**src/rtl/midi_uart_cmd_bridge.sv**
```systemverilog
// MIDI UART receiver and message parser that writes synth command words directly
// onto the synth's Avalon slave write port, one strobe per completed message.
`timescale 1ns/1ps
module midi_uart_cmd_bridge #(
   parameter int unsigned CLKS_PER_BIT = 1600,
   parameter bit          OMNI         = 1'b1,
   parameter int unsigned MIDI_CHANNEL = 0
) (
   input  logic        clk,
   input  logic        reset,
   input  logic        i_midi_rx,
   output logic        o_avm_write,
   output logic [31:0] o_avm_writedata,
   output logic        o_framing_error,
   output logic [15:0] o_cmd_count
);

   localparam int unsigned CNT_W = (CLKS_PER_BIT > 2) ? $clog2(CLKS_PER_BIT) : 1;
   localparam logic [CNT_W-1:0] HALF_M1 = CNT_W'(CLKS_PER_BIT / 2 - 1);
   localparam logic [CNT_W-1:0] FULL_M1 = CNT_W'(CLKS_PER_BIT - 1);

   typedef enum logic [1:0] {
      S_IDLE,
      S_START,
      S_DATA,
      S_STOP
   } uart_state_e;

   // synchronizer and edge-history flops
   logic rx_meta_q, rx_sync_q, rx_prev_q;

   // UART receiver state
   uart_state_e      state_q, state_d;
   logic [CNT_W-1:0] cnt_q, cnt_d;
   logic [2:0]       bit_idx_q, bit_idx_d;
   logic [7:0]       shift_q, shift_d;
   logic             byte_valid_q, byte_valid_d;
   logic             framing_q, framing_d;

   // parser state and registered outputs
   logic        run_q, run_d;
   logic [7:0]  status_q, status_d;
   logic        have_d1_q, have_d1_d;
   logic [6:0]  d1_q, d1_d;
   logic        write_q, write_d;
   logic [15:0] wdata_q, wdata_d;
   logic [15:0] count_q, count_d;

   logic        emit_c;
   logic [15:0] cmd_c;
   logic [3:0]  status_hi_c;
   logic        two_bytes_c, chan_ok_c, note_ok_c, stop_ctl_c;

   assign status_hi_c = status_q[7:4];
   assign two_bytes_c = !((status_hi_c == 4'hC) || (status_hi_c == 4'hD));
   assign chan_ok_c   = OMNI || (status_q[3:0] == 4'(MIDI_CHANNEL));
   assign note_ok_c   = (d1_q != 7'd0) && (d1_q != 7'd127);
   assign stop_ctl_c  = (d1_q == 7'd120) || (d1_q == 7'd123);

   // bring the asynchronous rx line into the clk domain; idle level is high
   always_ff @(posedge clk) begin
      if (reset) begin
         rx_meta_q <= 1'b1;
         rx_sync_q <= 1'b1;
         rx_prev_q <= 1'b1;
      end else begin
         rx_meta_q <= i_midi_rx;
         rx_sync_q <= rx_meta_q;
         rx_prev_q <= rx_sync_q;
      end
   end

   // UART and parser state registers
   always_ff @(posedge clk) begin
      if (reset) begin
         state_q      <= S_IDLE;
         cnt_q        <= '0;
         bit_idx_q    <= '0;
         shift_q      <= '0;
         byte_valid_q <= 1'b0;
         framing_q    <= 1'b0;
         run_q        <= 1'b0;
         status_q     <= '0;
         have_d1_q    <= 1'b0;
         d1_q         <= '0;
         write_q      <= 1'b0;
         wdata_q      <= '0;
         count_q      <= '0;
      end else begin
         state_q      <= state_d;
         cnt_q        <= cnt_d;
         bit_idx_q    <= bit_idx_d;
         shift_q      <= shift_d;
         byte_valid_q <= byte_valid_d;
         framing_q    <= framing_d;
         run_q        <= run_d;
         status_q     <= status_d;
         have_d1_q    <= have_d1_d;
         d1_q         <= d1_d;
         write_q      <= write_d;
         wdata_q      <= wdata_d;
         count_q      <= count_d;
      end
   end

   // UART next state: start-bit qualification at half a bit, then bit-centre sampling
   always_comb begin
      state_d      = state_q;
      cnt_d        = cnt_q;
      bit_idx_d    = bit_idx_q;
      shift_d      = shift_q;
      byte_valid_d = 1'b0;
      framing_d    = framing_q;
      case (state_q)
         S_IDLE: begin
            if (rx_prev_q && !rx_sync_q) begin
               state_d = S_START;
               cnt_d   = '0;
            end
         end
         S_START: begin
            if (cnt_q == HALF_M1) begin
               cnt_d     = '0;
               bit_idx_d = '0;
               state_d   = rx_sync_q ? S_IDLE : S_DATA;
            end else begin
               cnt_d = cnt_q + 1'b1;
            end
         end
         S_DATA: begin
            if (cnt_q == FULL_M1) begin
               cnt_d     = '0;
               shift_d   = {rx_sync_q, shift_q[7:1]};
               bit_idx_d = bit_idx_q + 3'd1;
               if (bit_idx_q == 3'd7) begin
                  state_d = S_STOP;
               end
            end else begin
               cnt_d = cnt_q + 1'b1;
            end
         end
         S_STOP: begin
            if (cnt_q == FULL_M1) begin
               cnt_d   = '0;
               state_d = S_IDLE;
               if (rx_sync_q) begin
                  byte_valid_d = 1'b1;
               end else begin
                  framing_d = 1'b1;
               end
            end else begin
               cnt_d = cnt_q + 1'b1;
            end
         end
         default: state_d = S_IDLE;
      endcase
   end

   // parser: running status, data-byte collection and command mapping
   always_comb begin
      run_d     = run_q;
      status_d  = status_q;
      have_d1_d = have_d1_q;
      d1_d      = d1_q;
      write_d   = 1'b0;
      wdata_d   = wdata_q;
      count_d   = count_q;
      emit_c    = 1'b0;
      cmd_c     = '0;
      // real-time bytes 0xF8-0xFF fall through untouched
      if (byte_valid_q && (shift_q[7:3] != 5'b11111)) begin
         if (shift_q[7:4] == 4'hF) begin
            run_d     = 1'b0;
            have_d1_d = 1'b0;
         end else if (shift_q[7]) begin
            run_d     = 1'b1;
            status_d  = shift_q;
            have_d1_d = 1'b0;
         end else if (run_q) begin
            if (two_bytes_c && !have_d1_q) begin
               d1_d      = shift_q[6:0];
               have_d1_d = 1'b1;
            end else begin
               have_d1_d = 1'b0;
               if (chan_ok_c) begin
                  case (status_hi_c)
                     4'h9: begin
                        emit_c = note_ok_c;
                        cmd_c  = (shift_q != 8'h00) ? {1'b1, d1_q, shift_q} : {1'b0, d1_q, 8'h00};
                     end
                     4'h8: begin
                        emit_c = note_ok_c;
                        cmd_c  = {1'b0, d1_q, 8'h00};
                     end
                     4'hB: begin
                        emit_c = stop_ctl_c;
                        cmd_c  = 16'h7F00;
                     end
                     4'hC: begin
                        emit_c = 1'b1;
                        cmd_c  = 16'h8000;
                     end
                     default: emit_c = 1'b0;
                  endcase
               end
            end
         end
      end
      if (emit_c) begin
         write_d = 1'b1;
         wdata_d = cmd_c;
         count_d = count_q + 16'd1;
      end
   end

   assign o_avm_write     = write_q;
   assign o_avm_writedata = {16'h0000, wdata_q};
   assign o_framing_error = framing_q;
   assign o_cmd_count     = count_q;

endmodule

```
**config.mk**
```make
export PLATFORM = sky130hd
export DESIGN_NAME = midi_uart_cmd_bridge
export DESIGN_NICKNAME = d
export VERILOG_FILES = /design/src/rtl/midi_uart_cmd_bridge.sv
export SDC_FILE = /design/constraint.sdc
export NUM_CORES = 1
export LEC_CHECK = 0
export CAP_MARGIN = 0
export CORE_MARGIN = 5
export CORE_UTILIZATION = 35
export CTS_CLUSTER_DIAMETER = 80
export CTS_CLUSTER_SIZE = 20
export DETAILED_ROUTE_END_ITERATION = 7
export GPL_ROUTABILITY_DRIVEN = 0
export PLACE_DENSITY_LB_ADDON = 0.12
export SYNTH_ARGS = -nofsm -noshare
export SYNTH_HDL_FRONTEND = slang
export SYNTH_SLANG_ARGS = --single-unit
```
**constraint.sdc**
```tcl
create_clock -name clk -period 2.71 [get_ports clk]
set_clock_uncertainty 0.05 [all_clocks]
set_input_delay 0.542 -clock clk [delete_from_list [all_inputs] [get_ports clk]]
set_output_delay 0.542 -clock clk [all_outputs]
set_load 0.005 [all_outputs]
```
==> results of run 1 <==
[cell usage in the layout (no fill, tap or decap), drive strengths merged, types with 5 or more instances in the layout]
cell and instances:
or3 9, a21oi 32, conb 17, nor2b 11, o31ai 11, clkdlybuf4s50 34, or4 12, nand2 57
nand4 6, inv 11, clkbuf 12, a31oi 12, buf 9, dfxtp 74, nor2 29, nand3 14
o21ai 23, nor3 5, mux2i 23
[state kept, by name (all words and copies together) (netlist names), named ones only]
name	count
d1_q	7
shift_q	8
o_cmd_count	16
bit_idx_q	3
wdata_q	15
rx_prev_q	1
byte_valid_q	1
rx_meta_q	1
o_framing_error	1
cnt_q	11
state_q	1
o_avm_write	1
have_d1_q	1
rx_sync_q	1
run_q	1
status_q	4
[through the flow]
step	instance area, sq um	util, %	setup slack, ns	power, mW
after floorplan	3700	-	0.820	1.21
after global placement	4040	39.5	0.525	1.22
after detailed placement	4040	39.5	0.505	1.22
after CTS	4280	41.8	0.480	2.24
after global routing	4280	41.8	0.287	2.30
final	4280	41.8	0.486	2.20
[final cells by class]
type                    instances  area (sq um)
flip-flops and latches         74          1480
clock buffers                  12           165
fillers                      1043          5950
multi-input cells             321          1940
well taps                     136           170
clock inverters                 4          72.6
repair buffers                 43           405
inverters                      11          41.3
[final timing paths]
| kind | startpoint | to | slack (ns) | cells after the start |
|---|---|---|---|---|
| worst min-delay path | rx_meta_q$_SDFF_PP1_ | rx_sync_q$_SDFF_PP1_ | 0.37 | 1 |
| worst max register to register | cnt_q[0]$_SDFFE_PP0P_ | cnt_q[8]$_SDFFE_PP0P_ | 0.49 | 7 |
| worst min register to register | rx_meta_q$_SDFF_PP1_ | rx_sync_q$_SDFF_PP1_ | 0.37 | 1 |
| worst max-delay path | cnt_q[0]$_SDFFE_PP0P_ | cnt_q[8]$_SDFFE_PP0P_ | 0.49 | 7 |
[critical path, stage by stage, from the launching register on]
cell	delay [ns]
dfxtp_1	0.39
ha_1	0.22
and4_1	0.34
nand4_1	0.12
buf_4	0.20
a21oi_1	0.48
or3_1	0.20
a31oi_1	0.09
[power groups by stage]
| stage | Clock [mW] | Sequential [mW] | Combinational [mW] |
|---|---|---|---|
| after detailed placement | 0 | 1.13 | 0.0937 |
| after global routing | 1.08 | 1.11 | 0.105 |
| after CTS | 1.04 | 1.11 | 0.0942 |
| after floorplan | 0 | 1.12 | 0.0884 |
| after global placement | 0 | 1.13 | 0.0933 |
| final | 1.00 | 1.11 | 0.0934 |
[kinds of logic after synthesis]
kind of cell	share of synthesized area [%]
AOI/OAI and AO/OA	17.5
xor gates and xnor gates	0.481
adders and majority gates	1.37
buffers and inverters	7.69
DFF	40.6
muxes	6.32
other	0.103
and+or+nand+nor	25.9
[per-layer routing]
metal	share of wire, %	wire, um
met3	6.6	554
met4	1.4	121
met5	0	0
met1	46	3870
met2	46	3820
==> results_dict.tcl, run 1 <==
set metrics [dict create \
    outcome "finished, final reports clean" \
    grt_first_pass_wirelength_um 14100 \
    period_needed_ns 2.22 \
    synth_largest_area_cell "dfxtp_1" \
    dp.cells 585 \
    worstPathArrival_ns 2.40 \
    cts_buffer_depth 2 \
    fmax_ghz 0.450 \
    grtUsageMet2_pct 21.7 \
    ios 53 \
    crit_path_end_kind "flip-flop" \
    switchingPower_uw 485 \
    p_sw_share_pct 22.0 \
    synth_common_cells "dfxtp_1, nand2_1, a21oi_1, nor2_1, mux2i_1" \
    grtUsageTotal_pct 13.4 \
    final_antenna_net_count 0 \
    avgSynthCellArea_sq_um 8.46 \
    post_cts_buffers 0 \
    antenna_found_initial 0 \
    die_area_sq_mm 0.0126 \
    cts_tree "built" \
    cap_violations 0 \
    startpoint_type "flip-flop" \
    critical_path_class "reg -> reg" \
    gr-total-overflow 0 \
    yosys-top-cells-area "dfxtp_1, mux2i_1, nand2_1, a21oi_1, buf_4" \
    io_buffer_count 35 \
    maxSlewHeadroom_pct 62.6 \
    syn-cell-area_sq_mm 0.00364 \
    rows 37 \
    irDropWorstVdd_mv 0.262 \
    synth_ff_type "dfxtp_1" \
    wirelength_um 8360 \
    vias 3141 \
    cts_resized 0 \
    async_flop_share_pct 0 \
    path_max_fanout 13 \
    grt_max_degree 40 \
    dieHeight_um 112 \
    seqPwrFrac_pct 50.2 \
    crit_required_ns 2.88 \
    drt_iter0_drc 153 \
    hold_viol_final 0 \
    worst_pin_slew_ns 0.561 \
    final_cells 601 \
    rsz0062_at_grt "false" \
    p_leak_nw 1.39 \
    cts-root-buf "clkbuf_8" \
    h-tree-depth 3 \
    setup_viol 0 \
    post-route-period-util_pct 82.1 \
    hp-class "reg -> reg" \
    grt_pass1_vias 2886 \
    drc_errors 0 \
    synth.yosys.seq_area_share_pct 40.6 \
    ys_ff_latch 74 \
    dpl.hpwl_um 5900 \
    antennaDiodeCount 0 \
    chipWidth_um 112 \
    layout-drive-gt1-share_pct 8.60 \
    wl_per_cell_um 13.9 \
    clock-sinks 74 \
    grt_use_met3_pct 3.61 \
    syn_to_final_growth_pct 17.4 \
    grt.busiest_layer "met2" \
    numCtsBuffers 9 \
    cts_hold_buffers 0 \
    insertion_delay_ns 0.35 \
    path_clk_slew_ns 0.08 \
    yosys_warnings 0 \
    synth_most_common_cell "dfxtp_1" \
    pwr-share-clk_pct 45.5 \
    vias_per_cell 5.23 \
    start_util_pct 35.6 \
    pwr_density_cell_mw_per_mm2 514 \
    gr-usage-met1_pct 17.7 \
    syn_inst 431 \
    fin_nets 467 \
    finalSetupTns_ns 0 \
    timing.hold.ws_ns 0.367 \
    drt_first_pass_iters 4 \
    internal_power_mw 1.72 \
    final_max_slew_viol_count 0 \
    synth_top_area_share_pct 40.6 \
    synth-edff-count 0 \
    core_area_sq_mm 0.0102 \
    synth_cell_types 59 \
    pwr-share-comb_pct 4.2 \
]
Note: power is estimated with default switching activity, not from simulation.
==> inputs of run 2 (changes only) <==
==> constraint.sdc (replaced) <==
create_clock -name clk -period 1.9 [get_ports clk]
set_clock_uncertainty 0.05 [all_clocks]
set_input_delay 0.38 -clock clk [delete_from_list [all_inputs] [get_ports clk]]
set_output_delay 0.38 -clock clk [all_outputs]
set_load 0.005 [all_outputs]
==> run 2 against run 1 <==
Utilization rose by 4.9 points. Largest power group unchanged. Worst hold slack got worse by 0.0021 ns. Power rose by 36%. The run now ends with setup timing left. Worst setup slack got worse by 0.56 ns.
==> results_dict.tcl, run 2 (synthesis results as in run 1) <==
set metrics [dict create \
    pre_cts_slack_ns -0.0691 \
    clock-sinks 74 \
    final_cells 644 \
    regArea_sq_mm 0.00149 \
    multi_input_area_sq_mm 0.00208 \
    p_leak_nw 1.64 \
    grt_max_degree 56 \
    die_area_sq_mm 0.0126 \
    fin_nets 510 \
    p_sw_share_pct 23.8 \
    final_antenna_net_count 0 \
    hp-class "reg -> reg" \
    numCtsBuffers 9 \
    rrSetupSlack_ns -0.08 \
    crit_top_cell "buf_6" \
    final_max_slew_viol_count 0 \
    fmax_ghz 0.506 \
    antenna_found_initial 0 \
    placed_area_sq_mm 0.00431 \
    core_area_sq_mm 0.0102 \
    startpoint_type "flip-flop" \
    final_cell_mix "dfxtp_1, nand2_1, buf_4" \
    reg2reg_depth 7 \
    ios 53 \
    antennaDiodeCount 0 \
    period_needed_ns 1.98 \
    setup_viol 17 \
    worst_path_largest_cell_delay_ns 0.51 \
    post-route-period-util_pct 104 \
    io_buffer_count 35 \
    critical_path_class "reg -> reg" \
    grt_pass1_vias 3004 \
    vias 3258 \
    start_util_pct 35.6 \
    drc_errors 0 \
    timing.rr.start "status_q[6]$_SDFFE_PP0P_" \
    wirelength_um 9260 \
    rsz0062_at_grt "true" \
    largest_reg_flops 16 \
    layout-drive-gt1-share_pct 22.2 \
    seqPwrFrac_pct 52.3 \
    rows 37 \
    crit_cells 7 \
    path_delay_family "simple AND/OR/NAND/NOR gates" \
    timing.hold.ws_ns 0.365 \
    insertion_delay_ns 0.34 \
    pwr-share-comb_pct 6.4 \
    cts_hold_buffers 0 \
    worstHoldStart "rx_meta_q$_SDFF_PP1_" \
    cap_violations 0 \
    timing.rr.end "o_cmd_count[9]$_SDFFE_PP0P_" \
    cts_tree "built" \
    slowest_stage "or4_4" \
    grt_first_pass_wirelength_um 14800 \
    dp.cells 618 \
    crit_required_ns 2.12 \
    syn_to_final_growth_pct 31.2 \
    pwr_density_cell_mw_per_mm2 627 \
    dpl.hpwl_um 6170 \
    drt_first_pass_iters 4 \
    n_fill_cell 988 \
    grtUsageTotal_pct 14.1 \
    mostFrequentLayoutCell "dfxtp_1" \
    pwr-share-clk_pct 41.3 \
    irDropWorstVdd_mv 0.399 \
    finalPower_mw 3.00 \
    path_clk_slew_ns 0.08 \
    switchingPower_uw 715 \
    internal_power_mw 2.28 \
    drt_iter0_drc 132 \
    cts_buffer_depth 2 \
    crit_start "status_q[6]$_SDFFE_PP0P_" \
    design_area_sq_mm 0.00478 \
    setup_ws_ns -0.0782 \
    hold_viol_final 0 \
    gr-total-overflow 0 \
    path_max_fanout 6 \
    cts-root-buf "clkbuf_8" \
    crit_path_end_kind "flip-flop" \
    outcome "finished, violations left" \
    h-tree-depth 3 \
    crit_buf_inv 2 \
    critical_path.cell_chain "nand4bb_4 -> o31ai_4 -> a2bb2oi_4 -> buf_6 -> buf_6 -> or4_4 -> a21oi_2" \
    worstPathArrival_ns 2.20 \
    vias_per_cell 5.06 \
    chipWidth_um 112 \
    dieHeight_um 112 \
    critPathCapture "o_cmd_count[9]$_SDFFE_PP0P_" \
    wl_per_cell_um 14.4 \
    violations "setup timing" \
]
[run 2: area by class of cell]
class,count,share of cell area (%)
clock buffer,12,3.04
inverter,11,0.863
multi-input combinational,321,43.5
clock inverter,4,1.07
timing repair buffer,86,16.8
tap,136,3.56
sequential,74,31.2
[run 2: how the worst min path moves through the flow]
stage / endpoint / slack, ns / depth (start not counted)
6_report: rx_sync_q$_SDFF_PP1_ / 0.36 / 1
5_1_grt: rx_sync_q$_SDFF_PP1_ / 0.39 / 1
4_1_cts: rx_sync_q$_SDFF_PP1_ / 0.37 / 1
3_5_place_dp: rx_sync_q$_SDFF_PP1_ / 0.35 / 1
3_3_place_gp: rx_sync_q$_SDFF_PP1_ / 0.34 / 1
2_1_floorplan: rx_sync_q$_SDFF_PP1_ / 0.34 / 1
[run 2: stage by stage]
| step | utilization, % | TNS (ns) |
|---|---|---|
| 2_1_floorplan | - | 0 |
| 3_3_place_gp | 42.2 | -0.00627 |
| 3_5_place_dp | 42.2 | -0.741 |
| 4_1_cts | 44.2 | -0.837 |
| 5_1_grt | 46.7 | -2.81 |
| 6_report | 46.7 | -0.511 |
[run 2: layer usage]
layer	up-vias	share of wire (%)	global-route usage, %	routed length [um]
met3	8	3.5	3.34	320
met5	-	0	0	0
met2	47	47	23.3	4310
met4	0	1.1	3.77	102
li1	1663	-	-	-
met1	1540	49	18.7	4520
[run 2: timing repair]
item	in CTS	in global routing
endpoints found under the setup margin	28	51
setup buffers	0	8
pin swaps	4	15
cloned	0	2
resized for setup	5	42
[run 2: power groups by stage]
| stage | sequential, mW | combinational [mW] | clock (mW) |
|---|---|---|---|
| after floorplan | 1.60 | 0.126 | 0 |
| after global placement | 1.61 | 0.163 | 0 |
| after detailed placement | 1.60 | 0.162 | 0 |
| after CTS | 1.57 | 0.165 | 1.29 |
| after global routing | 1.57 | 0.213 | 1.35 |
| final | 1.57 | 0.192 | 1.24 |
[run 2: worst reg2reg max path, stage by stage (launching register included)]
cell and delay [ns]:
dfxtp_2 0.33, nand4bb_4 0.23, o31ai_4 0.29, a2bb2oi_4 0.11, buf_6 0.14, buf_6 0.12
or4_4 0.51, a21oi_2 0.15
==> inputs of run 3 (changes only) <==
--- a/config.mk
+++ b/config.mk
@@ -6,7 +6,7 @@
 export NUM_CORES = 1
 export LEC_CHECK = 0
 export CAP_MARGIN = 0
-export CORE_MARGIN = 5
+export CORE_MARGIN = 4
 export CORE_UTILIZATION = 35
 export CTS_CLUSTER_DIAMETER = 80
 export CTS_CLUSTER_SIZE = 20
==> run 3 against run 2 <==
The flow still finishes with violations (setup timing). Clock power rose by 12%. Global-route usage rose by 1.3 points. Die area fell by 3.5%. Clock-buffer cell count fell by 2. Via count fell by 1.1%. Cell count fell by 1.6%. Utilization fell by 0.18 points. Power rose by 4.6%. First-iteration DRC count fell by 9.8%. Critical path depth did not move. Sequential cell count did not move. Non-clock buffer count fell by 8. Critical endpoint is now wdata_q[13]$_SDFFE_PP0P_. Largest power group unchanged.
==> results_dict.tcl, run 3 (synthesis results as in run 1) <==
set metrics [dict create \
    outcome "finished, violations left" \
    violations "setup timing" \
    hp-class "reg -> reg" \
    fmax_ghz 0.524 \
    wirelength_um 8920 \
    finalPower_mw 3.13 \
    cts-root-buf "clkbuf_8" \
    wl_per_cell_um 14.1 \
    die_area_sq_mm 0.0121 \
    pwr-share-clk_pct 44.4 \
    path_max_fanout 14 \
    vias_per_cell 5.08 \
    chipWidth_um 110 \
    final_max_slew_viol_count 0 \
    clock-sinks 74 \
    h-tree-depth 3 \
    gr-total-overflow 0 \
    reg2reg_depth 7 \
    timing.rr.start "d1_q[3]$_SDFFE_PP0P_" \
    startpoint_type "flip-flop" \
    fin_nets 503 \
    cts_buffer_depth 2 \
    cts_hold_buffers 0 \
    grtUsageMet2_pct 25.0 \
    pwr_density_cell_mw_per_mm2 676 \
    drt_first_pass_iters 4 \
    grt.busiest_layer "met2" \
    grt_pass1_vias 3061 \
    grt_first_pass_wirelength_um 14700 \
    rrSetupSlack_ns -0.009 \
    pwr-share-comb_pct 5.6 \
    worstPathArrival_ns 2.09 \
    grt_max_degree 39 \
    internal_power_mw 2.40 \
    setup_ws_ns -0.00893 \
    layout-drive-gt1-share_pct 18.8 \
    dpl.hpwl_um 6170 \
    seqPwrFrac_pct 50.0 \
    rows 36 \
    utilization_pct 46.6 \
    timing.rr.end "wdata_q[13]$_SDFFE_PP0P_" \
    grtUsageTotal_pct 15.4 \
    n_fill_cell 998 \
    setup_viol 7 \
    core_area_sq_mm 0.00995 \
    cts_tree "built" \
    gr-usage-met1_pct 20.4 \
    syn_to_final_growth_pct 27.2 \
    grt_use_met3_pct 4.14 \
    antennaDiodeCount 0 \
    final_antenna_net_count 0 \
    dieHeight_um 110 \
    hold-path-endpoint "rx_sync_q$_SDFF_PP1_" \
    design_area_sq_mm 0.00463 \
    finalSetupTns_ns -0.0382 \
    ios 53 \
    io_buffer_count 35 \
    placed_area_sq_mm 0.00432 \
    hold_viol_final 0 \
    p_sw_share_pct 23.4 \
    cap_violations 0 \
    crit_required_ns 2.08 \
    rsz0062_at_grt "true" \
    mostFrequentLayoutCell "dfxtp_1" \
    path_clk_slew_ns 0.08 \
    crit_path_end_kind "flip-flop" \
    numCtsBuffers 9 \
    drt_iter0_drc 119 \
    antenna_found_initial 0 \
    insertion_delay_ns 0.34 \
    drc_errors 0 \
    worstHoldStart "rx_meta_q$_SDFF_PP1_" \
    largest_reg_flops 16 \
    vias 3223 \
    critical_path_class "reg -> reg" \
    period_needed_ns 1.91 \
    irDropWorstVdd_mv 0.285 \
    switchingPower_uw 733 \
    hold_path_depth 1 \
    p_leak_nw 1.59 \
    post-route-period-util_pct 100 \
    start_util_pct 36.6 \
    final_cell_mix "dfxtp_1, nand2_1, buf_4" \
]
## run 3: cell types whose count changed in the layout (fill, tap and decap cells not counted), sizes merged
| cell | previous run | this run |
|---|---|---|
| buf | 51 | 44 |
| bufinv | 1 | 2 |
| clkbuf | 13 | 10 |
| clkinv | 2 | 3 |
| nor2 | 29 | 30 |
## run 3: area by class of cell
type / count / area (sq um) / share of cell area [%]
Tap cell: 133 / 166 / 3.59
Timing Repair Buffer: 78 / 709 / 15.3
Inverter: 11 / 41.3 / 0.891
Multi-Input combinational cell: 322 / 2000 / 43.2
Sequential cell: 74 / 1490 / 32.1
Clock buffer: 10 / 138 / 2.97
Clock inverter: 6 / 90.1 / 1.94
## run 3: metal layers
metal | share of wire (%) | wire, um | up-vias
met5 | 0 | 0 | -
met2 | 46 | 4140 | 64
met1 | 48 | 4300 | 1508
li1 | - | - | 1647
met4 | 0.55 | 49 | 0
met3 | 4.8 | 428 | 4
## run 3: how the worst max path moves through the flow
stage	start	to	slack (ns)
global placement	d1_q[4]$_SDFFE_PP0P_	o_cmd_count[13]$_SDFFE_PP0P_	-0.002
floorplan	d1_q[3]$_SDFFE_PP0P_	wdata_q[10]$_SDFFE_PP0P_	0.01
CTS	d1_q[2]$_SDFFE_PP0P_	o_cmd_count[9]$_SDFFE_PP0P_	-0.05
finish	d1_q[3]$_SDFFE_PP0P_	wdata_q[13]$_SDFFE_PP0P_	-0.009
global route	d1_q[4]$_SDFFE_PP0P_	o_cmd_count[10]$_SDFFE_PP0P_	-0.10
detailed placement	d1_q[4]$_SDFFE_PP0P_	o_cmd_count[15]$_SDFFE_PP0P_	-0.04
## run 3: worst max-delay path, cell delays in order, from the launching register on
cell and delay (ns):
dfxtp_2 0.34, or4_4 0.54, nor4_4 0.20, a2bb2oi_4 0.21, buf_4 0.14, nor2_4 0.04
buf_12 0.15, mux2i_1 0.11
## run 3: stage by stage
stage	setup slack, ns	cells	hold slack, ns
finish	-0.00893	634	0.365
global route	-0.102	634	0.397
detailed placement	-0.0371	615	0.346
CTS	-0.0483	632	0.367
floorplan	0.00968	447	0.339
global placement	-0.00182	615	0.341
## run 3: what timing repair did
item                       CTS  global route
cloned                       0             1
setup buffers                1             1
setup endpoints to repair   25            53
pin swaps                    3             7
gates resized for setup      7            15
## run 3: power by group through the flow
stage / logic (mW) / registers, mW / clock network (mW)
after detailed placement: 0.163 / 1.61 / 0
after global placement: 0.159 / 1.61 / 0
after global routing: 0.191 / 1.57 / 1.49
final: 0.175 / 1.57 / 1.39
after floorplan: 0.126 / 1.60 / 0
after CTS: 0.166 / 1.57 / 1.43
